File: src/rtl/iic_access_arbiter_if.sv
// Bundles the two requester ports and the shared func-module port of iic_access_arbiter.
// slave is the arbiter's view; master drives requests and the func-module responses.
interface iic_access_arbiter_if;
  logic       Req0;
  logic       Req1;
  logic       Rw0;
  logic       Rw1;
  logic [7:0] Addr0;
  logic [7:0] Addr1;
  logic [7:0] Wd0;
  logic [7:0] Wd1;
  logic       Done0;
  logic       Done1;
  logic [7:0] Rd0;
  logic [7:0] Rd1;
  logic       Err0;
  logic       Err1;
  logic [1:0] Start_Sig;
  logic [7:0] Addr_Sig;
  logic [7:0] WrData;
  logic       Done_Sig;
  logic [7:0] RdData;
  logic       Busy;

  modport slave (
    input  Req0, Req1, Rw0, Rw1, Addr0, Addr1, Wd0, Wd1, Done_Sig, RdData,
    output Done0, Done1, Rd0, Rd1, Err0, Err1, Start_Sig, Addr_Sig, WrData, Busy
  );

  modport master (
    output Req0, Req1, Rw0, Rw1, Addr0, Addr1, Wd0, Wd1, Done_Sig, RdData,
    input  Done0, Done1, Rd0, Rd1, Err0, Err1, Start_Sig, Addr_Sig, WrData, Busy
  );
endinterface

File: src/rtl/iic_access_arbiter.sv
// Round-robin sharing of one iic_func_module between two single-byte requesters,
// with a per-transaction timeout so a hung bus cannot starve the other side.
module iic_access_arbiter #(
  parameter int unsigned TO_W     = 12,
  parameter int unsigned TO_LIMIT = 4000
) (
  input logic                  CLK,
  input logic                  RSTn,
  iic_access_arbiter_if.slave  arb_if
);

  typedef enum logic [1:0] {StIdle, StIssue, StRelease} state_e;

  localparam logic [TO_W-1:0] ToLast = TO_W'(TO_LIMIT - 1);

  state_e          state_q, state_d;
  logic            owner_q, owner_d;
  logic            last_q, last_d;
  logic [TO_W-1:0] cnt_q, cnt_d;
  logic [1:0]      start_q, start_d;
  logic [7:0]      addr_q, addr_d;
  logic [7:0]      wdata_q, wdata_d;
  logic            done0_q, done0_d;
  logic            done1_q, done1_d;
  logic [7:0]      rd0_q, rd0_d;
  logic [7:0]      rd1_q, rd1_d;
  logic            err0_q, err0_d;
  logic            err1_q, err1_d;
  logic            busy_q, busy_d;

  logic       req_any;
  logic       gnt;
  logic       sel_rw;
  logic [7:0] sel_addr;
  logic [7:0] sel_wd;
  logic       timeout;

  assign req_any  = arb_if.Req0 | arb_if.Req1;
  // gnt=1 selects R1: sole requester, or a tie where R0 was granted last.
  assign gnt      = arb_if.Req1 & (~arb_if.Req0 | ~last_q);
  assign sel_rw   = gnt ? arb_if.Rw1   : arb_if.Rw0;
  assign sel_addr = gnt ? arb_if.Addr1 : arb_if.Addr0;
  assign sel_wd   = gnt ? arb_if.Wd1   : arb_if.Wd0;
  assign timeout  = (cnt_q == ToLast);

  always_ff @(posedge CLK or negedge RSTn) begin
    if (!RSTn) begin
      state_q <= StIdle;
    end else begin
      state_q <= state_d;
    end
  end

  always_comb begin
    state_d = state_q;
    unique case (state_q)
      StIdle:    if (req_any) state_d = StIssue;
      StIssue:   if (arb_if.Done_Sig || timeout) state_d = StRelease;
      StRelease: if (!arb_if.Done_Sig) state_d = StIdle;
      default:   state_d = StIdle;
    endcase
  end

  always_comb begin
    owner_d = owner_q;
    last_d  = last_q;
    cnt_d   = cnt_q;
    start_d = start_q;
    addr_d  = addr_q;
    wdata_d = wdata_q;
    done0_d = 1'b0;
    done1_d = 1'b0;
    rd0_d   = rd0_q;
    rd1_d   = rd1_q;
    err0_d  = err0_q;
    err1_d  = err1_q;
    unique case (state_q)
      StIdle: begin
        if (req_any) begin
          owner_d = gnt;
          last_d  = gnt;
          cnt_d   = '0;
          start_d = sel_rw ? 2'b10 : 2'b01;
          addr_d  = sel_addr;
          wdata_d = sel_wd;
        end
      end
      StIssue: begin
        cnt_d = cnt_q + 1'b1;
        // Done_Sig wins over a coinciding timeout.
        if (arb_if.Done_Sig) begin
          start_d = 2'b00;
          if (owner_q) begin
            done1_d = 1'b1;
            err1_d  = 1'b0;
            if (start_q == 2'b10) rd1_d = arb_if.RdData;
          end else begin
            done0_d = 1'b1;
            err0_d  = 1'b0;
            if (start_q == 2'b10) rd0_d = arb_if.RdData;
          end
        end else if (timeout) begin
          start_d = 2'b00;
          if (owner_q) begin
            done1_d = 1'b1;
            err1_d  = 1'b1;
            rd1_d   = 8'hFF;
          end else begin
            done0_d = 1'b1;
            err0_d  = 1'b1;
            rd0_d   = 8'hFF;
          end
        end
      end
      StRelease: start_d = 2'b00;
      default:   start_d = 2'b00;
    endcase
    busy_d = (state_d != StIdle);
  end

  always_ff @(posedge CLK or negedge RSTn) begin
    if (!RSTn) begin
      owner_q <= 1'b0;
      last_q  <= 1'b1;
      cnt_q   <= '0;
      start_q <= 2'b00;
      addr_q  <= 8'h00;
      wdata_q <= 8'h00;
      done0_q <= 1'b0;
      done1_q <= 1'b0;
      rd0_q   <= 8'h00;
      rd1_q   <= 8'h00;
      err0_q  <= 1'b0;
      err1_q  <= 1'b0;
      busy_q  <= 1'b0;
    end else begin
      owner_q <= owner_d;
      last_q  <= last_d;
      cnt_q   <= cnt_d;
      start_q <= start_d;
      addr_q  <= addr_d;
      wdata_q <= wdata_d;
      done0_q <= done0_d;
      done1_q <= done1_d;
      rd0_q   <= rd0_d;
      rd1_q   <= rd1_d;
      err0_q  <= err0_d;
      err1_q  <= err1_d;
      busy_q  <= busy_d;
    end
  end

  assign arb_if.Start_Sig = start_q;
  assign arb_if.Addr_Sig  = addr_q;
  assign arb_if.WrData    = wdata_q;
  assign arb_if.Done0     = done0_q;
  assign arb_if.Done1     = done1_q;
  assign arb_if.Rd0       = rd0_q;
  assign arb_if.Rd1       = rd1_q;
  assign arb_if.Err0      = err0_q;
  assign arb_if.Err1      = err1_q;
  assign arb_if.Busy      = busy_q;

endmodule

File: src/flat_wrapper.sv
// flat-port wrapper written by rule: the top's interface ports become plain ports
module iic_access_arbiter_flat 
#(
  parameter int unsigned TO_W     = 12,
  parameter int unsigned TO_LIMIT = 4000
)
  (CLK, RSTn, arb_if_Req0, arb_if_Req1, arb_if_Rw0, arb_if_Rw1, arb_if_Addr0, arb_if_Addr1, arb_if_Wd0, arb_if_Wd1, arb_if_Done_Sig, arb_if_RdData, arb_if_Done0, arb_if_Done1, arb_if_Rd0, arb_if_Rd1, arb_if_Err0, arb_if_Err1, arb_if_Start_Sig, arb_if_Addr_Sig, arb_if_WrData, arb_if_Busy);
  iic_access_arbiter_if arb_if_i ();
  input logic CLK;
  input logic RSTn;
  input wire logic [$bits(arb_if_i.Req0)-1:0] arb_if_Req0;
  input wire logic [$bits(arb_if_i.Req1)-1:0] arb_if_Req1;
  input wire logic [$bits(arb_if_i.Rw0)-1:0] arb_if_Rw0;
  input wire logic [$bits(arb_if_i.Rw1)-1:0] arb_if_Rw1;
  input wire logic [$bits(arb_if_i.Addr0)-1:0] arb_if_Addr0;
  input wire logic [$bits(arb_if_i.Addr1)-1:0] arb_if_Addr1;
  input wire logic [$bits(arb_if_i.Wd0)-1:0] arb_if_Wd0;
  input wire logic [$bits(arb_if_i.Wd1)-1:0] arb_if_Wd1;
  input wire logic [$bits(arb_if_i.Done_Sig)-1:0] arb_if_Done_Sig;
  input wire logic [$bits(arb_if_i.RdData)-1:0] arb_if_RdData;
  output wire logic [$bits(arb_if_i.Done0)-1:0] arb_if_Done0;
  output wire logic [$bits(arb_if_i.Done1)-1:0] arb_if_Done1;
  output wire logic [$bits(arb_if_i.Rd0)-1:0] arb_if_Rd0;
  output wire logic [$bits(arb_if_i.Rd1)-1:0] arb_if_Rd1;
  output wire logic [$bits(arb_if_i.Err0)-1:0] arb_if_Err0;
  output wire logic [$bits(arb_if_i.Err1)-1:0] arb_if_Err1;
  output wire logic [$bits(arb_if_i.Start_Sig)-1:0] arb_if_Start_Sig;
  output wire logic [$bits(arb_if_i.Addr_Sig)-1:0] arb_if_Addr_Sig;
  output wire logic [$bits(arb_if_i.WrData)-1:0] arb_if_WrData;
  output wire logic [$bits(arb_if_i.Busy)-1:0] arb_if_Busy;
  assign arb_if_i.Req0 = arb_if_Req0;
  assign arb_if_i.Req1 = arb_if_Req1;
  assign arb_if_i.Rw0 = arb_if_Rw0;
  assign arb_if_i.Rw1 = arb_if_Rw1;
  assign arb_if_i.Addr0 = arb_if_Addr0;
  assign arb_if_i.Addr1 = arb_if_Addr1;
  assign arb_if_i.Wd0 = arb_if_Wd0;
  assign arb_if_i.Wd1 = arb_if_Wd1;
  assign arb_if_i.Done_Sig = arb_if_Done_Sig;
  assign arb_if_i.RdData = arb_if_RdData;
  assign arb_if_Done0 = arb_if_i.Done0;
  assign arb_if_Done1 = arb_if_i.Done1;
  assign arb_if_Rd0 = arb_if_i.Rd0;
  assign arb_if_Rd1 = arb_if_i.Rd1;
  assign arb_if_Err0 = arb_if_i.Err0;
  assign arb_if_Err1 = arb_if_i.Err1;
  assign arb_if_Start_Sig = arb_if_i.Start_Sig;
  assign arb_if_Addr_Sig = arb_if_i.Addr_Sig;
  assign arb_if_WrData = arb_if_i.WrData;
  assign arb_if_Busy = arb_if_i.Busy;
  iic_access_arbiter #(.TO_W(TO_W), .TO_LIMIT(TO_LIMIT)) u_core (.CLK(CLK), .RSTn(RSTn), .arb_if(arb_if_i));
endmodule
File: config.mk
export PLATFORM = sky130hd
export DESIGN_NAME = iic_access_arbiter_flat
export DESIGN_NICKNAME = d
export VERILOG_FILES = /design/src/rtl/iic_access_arbiter_if.sv /design/src/rtl/iic_access_arbiter.sv /design/src/flat_wrapper.sv
export SDC_FILE = /design/constraint.sdc
export NUM_CORES = 1
export LEC_CHECK = 0
export BUFFER_PORTS_ARGS = -buffer_cell sky130_fd_sc_hd__buf_2
export CAP_MARGIN = 10
export CORE_MARGIN = 3
export CORE_UTILIZATION = 50
export DETAILED_ROUTE_END_ITERATION = 16
export GPL_ROUTABILITY_DRIVEN = 0
export PLACE_DENSITY = 0.77
export SETUP_SLACK_MARGIN = 0.1
export SYNTH_ARGS = -nofsm -noshare
export SYNTH_HDL_FRONTEND = slang
export SYNTH_SLANG_ARGS = --single-unit
File: constraint.sdc
create_clock -name CLK -period 2.4 [get_ports CLK]
set_input_delay 0 -clock CLK [delete_from_list [all_inputs] [get_ports CLK]]
set_output_delay 0 -clock CLK [all_outputs]
set_load 0.01 [all_outputs]
==> reports/qor.csv <==
stage;metric;value;unit
status;status;finished, violations left;
status;violations;negative hold slack;
finish;finish.instance_area;0.003443;mm²
worst_setup_path;end_kind;flip-flop;
logic_synthesis;synth_seq_cells;55;
grt;grt_pass1_wl;10.29;mm
floorplan;dieArea;0.005985;mm²
finish;drive_gt1_share;35.91;%
placement;post-place-ws;0.4509;ns
pwr;p_sw;1298;µW
pwr;internal-power;2203;µW
logic_synthesis;syn_area_per_cell;11.63;µm²
grt;antenna_found_initial;0;
drt;route.met2.wl;3.339;mm
clocking;cts_max_path_buffers;2;
floorplan;core;0.004817;mm²
clocking;cts_tree;built;
clocking;cts.sinks;55;
placement;placed_area;0.003060;mm²
grt;grt_overflow;0;
floorplan;rows;25;
pwr;ir_worst_vdd;579.6;µV
logic_synthesis;async_flop_share;100.0;%
drt;wl_met1;2.527;mm
timing;worst_slew_pin_slew;0.6646;ns
timing;period_minus_slack;2.079;ns
pwr;p_per_area;1017;mW/mm²
worst_setup_path;crit_path_max_fanout;10;
floorplan;die-height;77.36;µm
worst_setup_path;worstSetupPathType;in2reg;
pwr;p_total;3501;µW
pwr;pwr-share-clk;14.1;%
clocking;cts.reportedPaths.clkPinSlew;0.10;ns
drt;dr.max_layer_used;met4;
floorplan;io_pins;86;
finish;fin_cells;404;
finish;regArea;0.001378;mm²
finish;antennaDiodeCount;0;
timing;drv_slew;0;
logic_synthesis;synth_ff_type;dfrtp_1;
placement;post-place-cells;367;
finish;areaGrowthSynthToFinish;35.23;%
worst_setup_path;cp_data_arrival_time;2.24;ns
clocking;h-tree-depth;2;
floorplan;die_w;77.36;µm
timing;hold_violations;1;
timing;setup_tns;0;ns
timing;finalWorstSetupSlack;0.3215;ns
finish;final_nets;384;
timing;fin_worst_skew;0.007486;ns
worst_setup_path;worstSetupStartpointType;primary input;
drt;drt_iter0_markers;90;
drt;antenna_left;0;
clocking;insertion_delay;0.30;ns
pwr;combinationalPowerShare;42.1;%
logic_synthesis;syn_inst;219;
pwr;p_sw_share;37.08;%
worst_setup_path;worstPathRequired;2.56;ns
grt;grt_max_degree;33;
worst_hold_path;hold_path.class;in2reg;
logic_synthesis;syn_nets;267;
clocking;cts_buffers;5;
placement;portBuffers;85;
drt;routed_via_density;5.188;
logic_synthesis;synthDistinctLibCells;37;
logic_synthesis;netlist_area;0.002546;mm²
logic_synthesis;synth_warnings;0;
timing;setup_viol;0;
clocking;root_buffer;clkbuf_8;
floorplan;start_util;52.86;%
timing;post-route-period-util;86.60;%
timing;rsz0062_at_grt;false;
drt;wl_per_cell;15.47;µm
pwr;leakage;0.001697;µW
drt;via_count;2096;
timing;worst_hold_slack;-0.001296;ns
logic_synthesis;ys_seq_area_share;54.10;%
drt;routed_wl;6.251;mm
run;max_cap_viol_count;0;
finish;multi_input_area;0.001117;mm²
placement;hpwl;4.000;mm
drt;drt-pass1-iter-count;4;
pwr;seq_power_share;43.8;%
logic_synthesis;synth_edf_count;0;
timing;max_freq;481.1;MHz
drt;route.met3.wl;250;µm
finish;fillCellCount;359;
grt;first_global_vias;2175;
grt;grt_use_total;21.84;%
timing;maxSlewHeadroom;55.69;%
drt;route.detailed.drc;0;
==> metal layers <==
metal	vias up	GRT usage, %
li1	1011	-
met1	1013	25.39
met2	62	40.07
met3	10	3.944
met4	0	7.829
met5	-	0
==> kinds of logic (layout without fill, tap and decap cells) <==
| family | Yosys count | count (layout) | synth area share (%) |
|---|---|---|---|
| muxes | 38 | 38 | 18.08 |
| buffers and inverters | 13 | 131 | 2.604 |
| AOI/OAI and AO/OA | 48 | 48 | 11.74 |
| adders and majority gates | 1 | 1 | 0.4913 |
| DFF | 55 | 55 | 54.10 |
| and+or+nand+nor | 64 | 64 | 12.97 |
==> repair_timing <==
action	in CTS	in global routing
resized for setup	0	1
endpoints found under the hold margin	44	0
hold buffers	29	0
setup buffers	0	0
endpoints found under the setup margin	0	4
==> path summary, 6_finish.rpt <==
path                                    startpoint                        end  slack [ns]  cells past startpoint
setup reg to reg                     u_core.last_q  u_core.arb_if.Addr_Sig[1]        0.33                      5
setup / recovery                       arb_if_Req0  u_core.arb_if.Addr_Sig[1]        0.32                      7
max in group asynchronous                     RSTn              u_core.last_q        1.46                      3
min in group asynchronous                     RSTn  u_core.arb_if.Addr_Sig[2]        0.24                      2
hold / removal                       arb_if_Wd1[4]    u_core.arb_if.WrData[4]      -0.001                      3
hold reg to reg            u_core.arb_if.WrData[1]    u_core.arb_if.WrData[1]        0.48                      2
==> Yosys cell counts (2+ instances only) <==
master    instances  area share [%]
a31oi_1           4            0.98
nor2_1            6            0.88
nand2b_1          8             2.0
o41ai_1           2            0.69
o31ai_1           3            0.88
a22o_1            2            0.69
mux2_4           16             9.4
buf_6             2            0.88
nand2_1          28             4.1
o311ai_0          2            0.69
nand4_1           4            0.98
nand3_1           5            0.98
dfrtp_1          54              53
buf_2             2            0.39
o21ai_0          21             4.1
o211ai_1          3            0.88
nor3_1            5            0.98
clkbuf_1          8             1.2
a21oi_1           5            0.98
mux2i_1          22             8.6
==> placed cells by master, fill, tap and decap left out, types with 2 or more instances in the layout <==
master         synthesis  layout
o21ai_0               21      21
nand3_1                5       5
nand2_1               28      28
dlygate4sd3_1          0      29
a22o_1                 2       2
nand4_1                4       4
a21oi_1                5       5
buf_2                  2      85
o41ai_1                2       2
dfrtp_1               54      54
nand2b_1               8       8
nor3_1                 5       5
o211ai_1               3       3
mux2i_1               22      22
o311ai_0               2       2
clkbuf_8               0       5
a31oi_1                4       4
o31ai_1                3       3
buf_4                  0       8
nor2_1                 6       6
mux2_4                16      16
==> through the flow <==
step | hold WS (ns) | util [%]
final | -0.001296 | 71.48
after global routing | 0.01258 | 71.48
after CTS | 0.00001124 | 71.32
after detailed placement | 0.05921 | 63.53
after global placement | 0.06342 | 63.53
after floorplan | -0.2956 | -
==> state kept, by name, indices dropped and copies added (netlist names), 2 cells and up <==
register	count
u_core.arb_if.Rd0	8
u_core.arb_if.Addr_Sig	8
u_core.arb_if.Start_Sig	2
u_core.arb_if.WrData	8
u_core.cnt_q	12
u_core.arb_if.Rd1	8
u_core.state_q	2
==> power groups by stage <==
stage	registers (µW)	clock network [µW]	logic, µW
floorplan	1640	0	727
global placement	1530	0	1340
detailed placement	1530	0	1380
CTS	1520	505	1450
global route	1590	538	1610
finish	1530	492	1470
==> critical path, cell delays in order <==
cell and delay (ns):
dlygate4sd3_1 0.55, buf_2 0.16, a21boi_4 0.35, buf_4 0.29
mux2i_1 0.19, dlygate4sd3_1 0.57, o21ai_0 0.12
==> area by class of cell <==
class                      count  share of cell area, %
timing repair buffer         122                  22.53
clock inverter                 2                 0.3634
sequential                    55                  40.01
multi-input combinational    151                  32.45
clock buffer                   6                  2.108
inverter                       1                 0.1090
tap                           67                  2.435
Power figures use the tool's default switching activity.
